File: src/rtl/spi_reg_pkg.sv
// spi_reg_pkg -- shared constants and types for the SPI register bank.
//   FRAME_BITS      : bits in a complete SPI frame (R/W + 7-bit address + 8-bit data)
//   ADDR_*          : register addresses of the five output-stage registers
//   CNT_SAT         : bit-counter saturation value; any count above FRAME_BITS is invalid
//   state_t         : frame FSM states
package spi_reg_pkg;

    localparam int unsigned FRAME_BITS = 16;

    localparam logic [6:0] ADDR_EN_OUT_LO = 7'h00;
    localparam logic [6:0] ADDR_EN_OUT_HI = 7'h01;
    localparam logic [6:0] ADDR_PWM_LO    = 7'h02;
    localparam logic [6:0] ADDR_PWM_HI    = 7'h03;
    localparam logic [6:0] ADDR_PWM_DUTY  = 7'h04;

    localparam int unsigned CNT_W   = 5;
    localparam logic [4:0]  CNT_SAT = 5'd17;

    typedef enum logic [1:0] {
        ST_IDLE,
        ST_SHIFT,
        ST_COMMIT
    } state_t;

endpackage

File: src/rtl/spi_reg_bank_if.sv
// spi_reg_bank_if -- SPI pin bundle between a controller (master) and the
// register bank (slave).
//   sclk_i    : serial clock, mode 0, asynchronous to the system clock
//   copi_i    : controller-out data
//   ncs_i     : chip select, active-low
//   cipo_o    : controller-in data
//   cipo_oe_o : output enable for cipo_o, active-high
interface spi_reg_bank_if;

    logic sclk_i;
    logic copi_i;
    logic ncs_i;
    logic cipo_o;
    logic cipo_oe_o;

    modport master (
        output sclk_i,
        output copi_i,
        output ncs_i,
        input  cipo_o,
        input  cipo_oe_o
    );

    modport slave (
        input  sclk_i,
        input  copi_i,
        input  ncs_i,
        output cipo_o,
        output cipo_oe_o
    );

endinterface

File: src/rtl/spi_reg_bank_sync_ff.sv
// sync_ff -- multi-flop synchronizer for one asynchronous input bit.
//   DEPTH   : number of flops in the chain (2 or 3)
//   RST_VAL : value every flop takes in reset (the input's idle level)
//   clk     : destination clock
//   rst_n   : asynchronous reset, active-low
//   d       : asynchronous input
//   q       : synchronized output
module sync_ff #(
    parameter int unsigned DEPTH   = 2,
    parameter logic        RST_VAL = 1'b0
) (
    input  logic clk,
    input  logic rst_n,
    input  logic d,
    output logic q
);

    logic [DEPTH-1:0] chain;

    always_ff @(posedge clk or negedge rst_n) begin
        if (!rst_n) begin
            chain <= {DEPTH{RST_VAL}};
        end else begin
            chain <= {chain[DEPTH-2:0], d};
        end
    end

    assign q = chain[DEPTH-1];

endmodule

File: src/rtl/spi_reg_bank.sv
// spi_reg_bank -- SPI (mode 0) slave holding NUM_REGS writable 8-bit registers.
// A 16-bit frame (MSB first: R/W, 7-bit address, 8-bit data) is committed when
// chip select rises, provided exactly 16 bits were clocked, R/W = 1 and the
// address is in range. All SPI inputs are synchronized into clk; requires
// f_clk >= 8 x f_sclk.
//   clk, rst_n     : system clock, asynchronous active-low reset
//   spi            : SPI pins (slave modport)
//   en_reg_out_*   : registers 0x00/0x01
//   en_reg_pwm_*   : registers 0x02/0x03
//   pwm_duty_cycle : register 0x04
// Optional feature: define SPI_READBACK_EN to enable read frames (R/W = 0) that
// shift the addressed register out on cipo_o. Without it cipo_o/cipo_oe_o are 0.
module spi_reg_bank
    import spi_reg_pkg::*;
#(
    parameter int unsigned SYNC_STAGES = 2,
    parameter int unsigned NUM_REGS    = 5
) (
    input  logic           clk,
    input  logic           rst_n,
    spi_reg_bank_if.slave  spi,
    output logic [7:0]     en_reg_out_7_0,
    output logic [7:0]     en_reg_out_15_8,
    output logic [7:0]     en_reg_pwm_7_0,
    output logic [7:0]     en_reg_pwm_15_8,
    output logic [7:0]     pwm_duty_cycle
);

    localparam logic [6:0] NUM_REGS_A = 7'(NUM_REGS);

    // Synchronized inputs plus one extra flop on sclk/ncs for edge detection
    logic sclk_s, copi_s, ncs_s;
    logic sclk_d, ncs_d;

    sync_ff #(.DEPTH(SYNC_STAGES), .RST_VAL(1'b0)) u_sync_sclk (
        .clk(clk), .rst_n(rst_n), .d(spi.sclk_i), .q(sclk_s)
    );
    sync_ff #(.DEPTH(SYNC_STAGES), .RST_VAL(1'b0)) u_sync_copi (
        .clk(clk), .rst_n(rst_n), .d(spi.copi_i), .q(copi_s)
    );
    sync_ff #(.DEPTH(SYNC_STAGES), .RST_VAL(1'b1)) u_sync_ncs (
        .clk(clk), .rst_n(rst_n), .d(spi.ncs_i), .q(ncs_s)
    );

    always_ff @(posedge clk or negedge rst_n) begin
        if (!rst_n) begin
            sclk_d <= 1'b0;
            ncs_d  <= 1'b1;
        end else begin
            sclk_d <= sclk_s;
            ncs_d  <= ncs_s;
        end
    end

    logic sclk_rise, ncs_rise, ncs_fall;
    assign sclk_rise = sclk_s & ~sclk_d;
    assign ncs_rise  = ncs_s & ~ncs_d;
    assign ncs_fall  = ~ncs_s & ncs_d;

    // Frame FSM
    state_t            state, state_next;
    logic [CNT_W-1:0]  count;
    logic [15:0]       shreg;
    logic              fall_pend;
    logic              start, shift_en, commit_wr;
    logic [7:0]        regs [NUM_REGS];

    always_ff @(posedge clk or negedge rst_n) begin
        if (!rst_n) begin
            state <= ST_IDLE;
        end else begin
            state <= state_next;
        end
    end

    always_comb begin
        state_next = state;
        start      = 1'b0;
        shift_en   = 1'b0;
        commit_wr  = 1'b0;
        case (state)
            ST_IDLE: begin
                if (ncs_fall || fall_pend) begin
                    start      = 1'b1;
                    state_next = ST_SHIFT;
                end
            end
            ST_SHIFT: begin
                shift_en = sclk_rise & ~ncs_s;
                if (ncs_rise) begin
                    state_next = ST_COMMIT;
                end
            end
            ST_COMMIT: begin
                commit_wr  = (count == 5'(FRAME_BITS)) && shreg[15] &&
                             (shreg[14:8] < NUM_REGS_A);
                state_next = ST_IDLE;
            end
            default: state_next = ST_IDLE;
        endcase
    end

    // A chip-select fall seen during COMMIT would be lost when the FSM
    // returns to IDLE; latch it so IDLE starts the next frame.
    always_ff @(posedge clk or negedge rst_n) begin
        if (!rst_n) begin
            count     <= '0;
            shreg     <= '0;
            fall_pend <= 1'b0;
        end else begin
            if (state == ST_COMMIT && ncs_fall) begin
                fall_pend <= 1'b1;
            end else if (state == ST_IDLE) begin
                fall_pend <= 1'b0;
            end

            if (start) begin
                count <= '0;
                shreg <= '0;
            end else if (shift_en) begin
                shreg <= {shreg[14:0], copi_s};
                if (count != CNT_SAT) begin
                    count <= count + 5'd1;
                end
            end
        end
    end

    always_ff @(posedge clk or negedge rst_n) begin
        if (!rst_n) begin
            for (int unsigned i = 0; i < NUM_REGS; i++) begin
                regs[i] <= '0;
            end
        end else begin
            for (int unsigned i = 0; i < NUM_REGS; i++) begin
                if (commit_wr && shreg[14:8] == 7'(i)) begin
                    regs[i] <= shreg[7:0];
                end
            end
        end
    end

    assign en_reg_out_7_0  = regs[3'(ADDR_EN_OUT_LO)];
    assign en_reg_out_15_8 = regs[3'(ADDR_EN_OUT_HI)];
    assign en_reg_pwm_7_0  = regs[3'(ADDR_PWM_LO)];
    assign en_reg_pwm_15_8 = regs[3'(ADDR_PWM_HI)];
    assign pwm_duty_cycle  = regs[3'(ADDR_PWM_DUTY)];

`ifdef SPI_READBACK_EN
    logic       sclk_fall;
    logic [7:0] tx;
    logic       oe;
    logic [6:0] rd_addr;
    logic       rd_load;
    logic [7:0] rd_data;

    assign sclk_fall = ~sclk_s & sclk_d;

    // Header byte as it will be after the 8th bit is shifted in
    assign rd_addr = {shreg[5:0], copi_s};
    assign rd_load = shift_en && (count == 5'd7) && !shreg[6] &&
                     (rd_addr < NUM_REGS_A);

    always_comb begin
        rd_data = '0;
        for (int unsigned i = 0; i < NUM_REGS; i++) begin
            if (rd_addr == 7'(i)) begin
                rd_data = regs[i];
            end
        end
    end

    // The MSB loaded after the 8th rise must survive the following fall so the
    // controller samples it on the 9th rise; shifting starts after that rise.
    always_ff @(posedge clk or negedge rst_n) begin
        if (!rst_n) begin
            tx <= '0;
            oe <= 1'b0;
        end else if (ncs_rise || start) begin
            tx <= '0;
            oe <= 1'b0;
        end else if (rd_load) begin
            tx <= rd_data;
            oe <= 1'b1;
        end else if (oe && sclk_fall && !ncs_s && count >= 5'd9) begin
            tx <= {tx[6:0], 1'b0};
        end
    end

    assign spi.cipo_o    = tx[7];
    assign spi.cipo_oe_o = oe;
`else
    assign spi.cipo_o    = 1'b0;
    assign spi.cipo_oe_o = 1'b0;
`endif

endmodule

File: src/flat_wrapper.sv
// flat-port wrapper written by rule: the top's interface ports become plain ports
module spi_reg_bank_flat import spi_reg_pkg::*;
#(
    parameter int unsigned SYNC_STAGES = 2,
    parameter int unsigned NUM_REGS    = 5
)
  (clk, rst_n, en_reg_out_7_0, en_reg_out_15_8, en_reg_pwm_7_0, en_reg_pwm_15_8, pwm_duty_cycle, spi_sclk_i, spi_copi_i, spi_ncs_i, spi_cipo_o, spi_cipo_oe_o);
  spi_reg_bank_if spi_i ();
  input  logic clk;
  input  logic rst_n;
  output logic [7:0] en_reg_out_7_0;
  output logic [7:0] en_reg_out_15_8;
  output logic [7:0] en_reg_pwm_7_0;
  output logic [7:0] en_reg_pwm_15_8;
  output logic [7:0] pwm_duty_cycle;
  input wire logic [$bits(spi_i.sclk_i)-1:0] spi_sclk_i;
  input wire logic [$bits(spi_i.copi_i)-1:0] spi_copi_i;
  input wire logic [$bits(spi_i.ncs_i)-1:0] spi_ncs_i;
  output wire logic [$bits(spi_i.cipo_o)-1:0] spi_cipo_o;
  output wire logic [$bits(spi_i.cipo_oe_o)-1:0] spi_cipo_oe_o;
  assign spi_i.sclk_i = spi_sclk_i;
  assign spi_i.copi_i = spi_copi_i;
  assign spi_i.ncs_i = spi_ncs_i;
  assign spi_cipo_o = spi_i.cipo_o;
  assign spi_cipo_oe_o = spi_i.cipo_oe_o;
  spi_reg_bank #(.SYNC_STAGES(SYNC_STAGES), .NUM_REGS(NUM_REGS)) u_core (.clk(clk), .rst_n(rst_n), .spi(spi_i), .en_reg_out_7_0(en_reg_out_7_0), .en_reg_out_15_8(en_reg_out_15_8), .en_reg_pwm_7_0(en_reg_pwm_7_0), .en_reg_pwm_15_8(en_reg_pwm_15_8), .pwm_duty_cycle(pwm_duty_cycle));
endmodule
File: config.mk
export PLATFORM = sky130hd
export DESIGN_NAME = spi_reg_bank_flat
export DESIGN_NICKNAME = d
export VERILOG_FILES = /design/src/rtl/spi_reg_pkg.sv /design/src/rtl/spi_reg_bank_if.sv /design/src/rtl/spi_reg_bank_sync_ff.sv /design/src/rtl/spi_reg_bank.sv /design/src/flat_wrapper.sv
export SDC_FILE = /design/constraint.sdc
export NUM_CORES = 1
export LEC_CHECK = 0
export CAP_MARGIN = 40
export CORE_MARGIN = 2
export CORE_UTILIZATION = 30
export CTS_BUF_LIST = sky130_fd_sc_hd__clkbuf_8
export DETAILED_ROUTE_END_ITERATION = 8
export PLACE_DENSITY_LB_ADDON = 0.3
export REMOVE_ABC_BUFFERS = 1
export SKIP_LAST_GASP = 1
export SLEW_MARGIN = 20
export SYNTH_ARGS = -nofsm -noshare
export SYNTH_HDL_FRONTEND = slang
export SYNTH_SLANG_ARGS = --single-unit
File: constraint.sdc
create_clock -name clk -period 3.15 [get_ports clk]
set_input_delay 0.945 -clock clk [delete_from_list [all_inputs] [get_ports clk]]
set_output_delay 0.945 -clock clk [all_outputs]
set_load 0.005 [all_outputs]
==> results by stage <==
Power:
- Combinational logic is responsible for a little under an eighth of the overall power.
- Net switching is 27.4% of the power.
- The reported leakage power is between 0.0015 and 0.002 µW.
- The largest voltage drop on the vdd net is ~0.21 mV.
- In this run the power spent charging and discharging nets is around 570 µW.
- Of the total power, registers draw 49.2%.
- Power spread over the standard cell area amounts to 540 nW/µm².
- Internal power comes to ~1500 µW.
- The clock network is responsible for between 30 and 40% of the overall power.

Outcome:
- The run finished with clean final reports.

Critical path:
- The cell family contributing the most delay on the critical path is buffers and inverters.
- The count of buffer and inverter cells on the critical path is 1.
- The nature of the critical path startpoint is a register.
- Walking the worst path, the cells encountered are clkdlybuf4s50_1.
- STA puts the critical path data required time at about 2.2 ns.
- STA classifies the critical path endpoint as an output port.
- The largest incremental delay on the critical path is approximately 0.52 ns.
- The category of the critical setup timing path is register to output port.
- The maximum fanout encountered on the critical timing path is 2.
- The slowest stage of the critical path is the clkdlybuf4s50_1 cell.
- STA puts the critical path data arrival time at roughly 1.3 ns.

Logic synthesis:
- In this run, synthesis inferred 0 flip-flops with an integrated enable.
- The proportion of netlist area held by the largest area contributor is between 50 and 60%.
- After synthesis, the share of flip-flops with an asynchronous set or reset is 100%.
- For this run, the leading register cell type out of synthesis is dfrtp_1.
- Counting distinct cell types in the post-synthesis netlist gives 35.
- In this run the cell area of the synthesized design comes to 3020 µm².
- The average cell area after synthesis is between 10 and 15 µm².
- The synthesized design spends more area on one cell type than any other, namely dfrtp_1.
- The number of synthesized register bits is approximately 70.
- The total of warnings raised by yosys is 0.
- Sorting the synthesized cells by how often they occur yields 69 x dfrtp_1, 40 x mux2_2, 20 x inv_1, 20 x o31ai_1, 16 x nand3_1.
- Synthesis produced a netlist whose cell count is approximately 220.
- After synthesis, the cell types taking the most area are dfrtp_1 57%, mux2_2 15%, o31ai_1 5.0%.
- The most instantiated library cell after synthesis is dfrtp_1.
- Of the synthesized area, sequential elements account for between 50% and 60%.

Floorplanning:
- The top-level port count is 47.
- The floorplan has 36 rows.
- The core region is about 9800 µm².
- The die boundary height is between 100 and 150 µm.
- The horizontal die dimension is between 100 and 150 µm.
- The die covers 10900 µm².
- For this configuration, the core starts out at a cell density of 30.9%.

Finish:
- Compared with the post-synthesis result, the final layout area differs by 27.8%.
- In the final design database the tool counted approximately 280 nets.
- The layout cell share with drive strength beyond 1 is between 20% and 30%.
- The repair_antennas step left the layout with diodes totalling 0.

STA:
- The share of the cycle needed by the critical path after routing is a little under three quarters.
- The worst hold margin is about 0.35 ns.
- The aggregate negative setup slack is 0 ns.
- The number of pins with negative max-slew slack in the final report came to 0.
- At the pin with the least slew margin, the transition time is between 0.8 and 0.9 ns.
- The clock period could shrink to 2.23 ns.
- The number of hold violations in the final report was 0.
- Measured against its own limit, the worst slew margin works out to 44.7%.
- The setup clock skew after layout is approximately 0.013 ns.
- The maximum frequency from static timing analysis is ~450 MHz.
- Setup repair after global routing left no endpoint under its margin.
- The number of endpoints failing setup at the final stage is 0.

Clock tree:
- The number of cells upsized or downsized after cts is 0.
- The CTS buffer count is 9.
- TritonCTS built the clock tree.
- After clock tree synthesis, the clock-pin slew on the worst setup and hold paths is 0.08 ns.
- The clock tree root buffer cell is clkbuf_8.
- The longest clock path from root to sink contains 2 buffers.
- The number of buffers inserted to repair setup after CTS is 0.
- At the later pin of the worst-skew pair, clock insertion delay measures between 0.3 and 0.4 ns.
- The hold buffer count at CTS is 0.
- CTS built an H-tree with a depth of 3.
- The clock drives between 70 and 80 sinks.

Route:
- In the detailed route, the total length drawn on met2 is roughly 2.9 mm.
- The post-route DRC violation count is 0.
- Signal routing reaches up to met4.
- The via count is 1930.
- The met1 layer wirelength in the final routing is 3.22 mm.
- The first-pass iteration count of the detailed router is 4.
- The number of antenna-violating nets in the routed design is 0.
- In the final routed layout, each cell accounts on average for 15.6 µm.
- The average via count per standard cell is ~4.7.
- The routed length on met3 is ~260 µm.
- The violation count after the first detailed-routing iteration is 150.
- Wires add up to 6.43 mm.

Global routing:
- The initial antenna violation count is 0.
- The first global-routing pass estimated ~11 mm of wire.
- The sum of overflow across all layers after global routing is 0.
- The via count of the first global-routing pass is roughly 2000.
- The pin count of the biggest net entering global routing is 42.
- Global routing consumed, over all layers together, between 10 and 15% of the routing resources.

Placed design:
- The global placement routability congestion is about 0.76.
- The number of input and output port buffers inserted is 44.
- Once detailed placement completed, the half-perimeter wirelength came to slightly above 4 mm.

Flow run:
- Across the run, the number of max-cap violations was 0.

Min path:
- The worst hold path belongs to the class register to register.
==> through the flow <==
stage                     cells  util (%)  total power [µW]  setup WS, ns  instance area [µm²]
final                       413      39.5              2080         0.919                 3860
after global placement      396      36.9              1270          1.20                 3600
after detailed placement    397      37.1              1280          1.16                 3630
after CTS                   413      39.5              2110         0.877                 3860
after floorplan             215         -              1160         0.911                 2970
after global routing        413      39.5              2190         0.875                 3860
==> path summary, 6_finish.rpt <==
kind / endpoint / depth (start not counted) / start / slack, ns
max reg2reg: u_core.en_reg_pwm_7_0[2]$_DFFE_PN0P_ / 3 / u_core.state[0]$_DFFE_PN0P_ / 1.20
min reg2reg: u_core.u_sync_copi.chain[1]$_DFF_PN0_ / 0 / u_core.u_sync_copi.chain[0]$_DFF_PN0_ / 0.35
min in group asynchronous: u_core.pwm_duty_cycle[1]$_DFFE_PN0P_ / 1 / rst_n / 0.54
max in group asynchronous: u_core.u_sync_ncs.chain[0]$_DFF_PN1_ / 2 / rst_n / 2.00
min: u_core.u_sync_copi.chain[1]$_DFF_PN0_ / 0 / u_core.u_sync_copi.chain[0]$_DFF_PN0_ / 0.35
max: pwm_duty_cycle[0] / 1 / u_core.pwm_duty_cycle[0]$_DFFE_PN0P_ / 0.92
==> cells in the final DEF (no fill, tap or decap), types with 2 or more instances in the layout <==
master           synthesis  routed
a21oi_1                  5       5
buf_4                    3       5
bufinv_16                0       2
clkbuf_8                 0      10
clkdlybuf4s50_1          0      43
conb_1                   1       2
dfrtp_1                 69      69
dfstp_2                  3       3
ha_1                     3       3
inv_1                   20      21
inv_6                    0       2
mux2_2                  40      40
nand2_1                  2       2
nand2b_1                 2       2
nand3_1                 16      16
nand4_1                  2       2
nand4_2                  5       5
nor2_1                   2       2
nor4b_1                  3       3
nor4bb_1                 4       4
o31ai_1                 20      20
or4_1                    2       2
==> flip-flops by register name, indices dropped and copies added, names as in the netlist, 5 cells and up <==
name                    cells
u_core.count                5
u_core.en_reg_out_15_8      8
u_core.en_reg_out_7_0       8
u_core.en_reg_pwm_15_8      8
u_core.en_reg_pwm_7_0       8
u_core.pwm_duty_cycle       8
u_core.shreg               16
==> metal layers <==
layer,track usage [%],up-vias
met5,0,-
met4,5.79,0
met3,3.51,4
met2,18.8,38
met1,16.8,970
li1,-,918
==> final cells by class <==
type,instances,area [µm²]
Sequential cell,72,1810
Inverter,20,75.1
Clock buffer,10,138
Clock inverter,6,90.1
Timing Repair Buffer,49,488
Fill cell,959,5920
Multi-Input combinational cell,123,1100
Tap cell,133,166
==> power by group through the flow <==
stage,logic [µW],clock network (µW),registers [µW]
after global placement,231,0,1040
final,234,822,1030
after global routing,261,889,1040
after floorplan,137,0,1020
after detailed placement,236,0,1040
after CTS,238,845,1030
==> logic make-up after synthesis <==
group	count (synthesis)	synth area share, %
AO/OA/AOI/OAI	29	6.96
adder cells (fa/ha/maj)	3	1.24
buffers and inverters	30	4.39
flip-flops	72	59.8
multiplexers	40	14.9
other	1	0.124
AND/OR/NAND/NOR	49	12.6
Note: power is estimated with default switching activity, not from simulation.
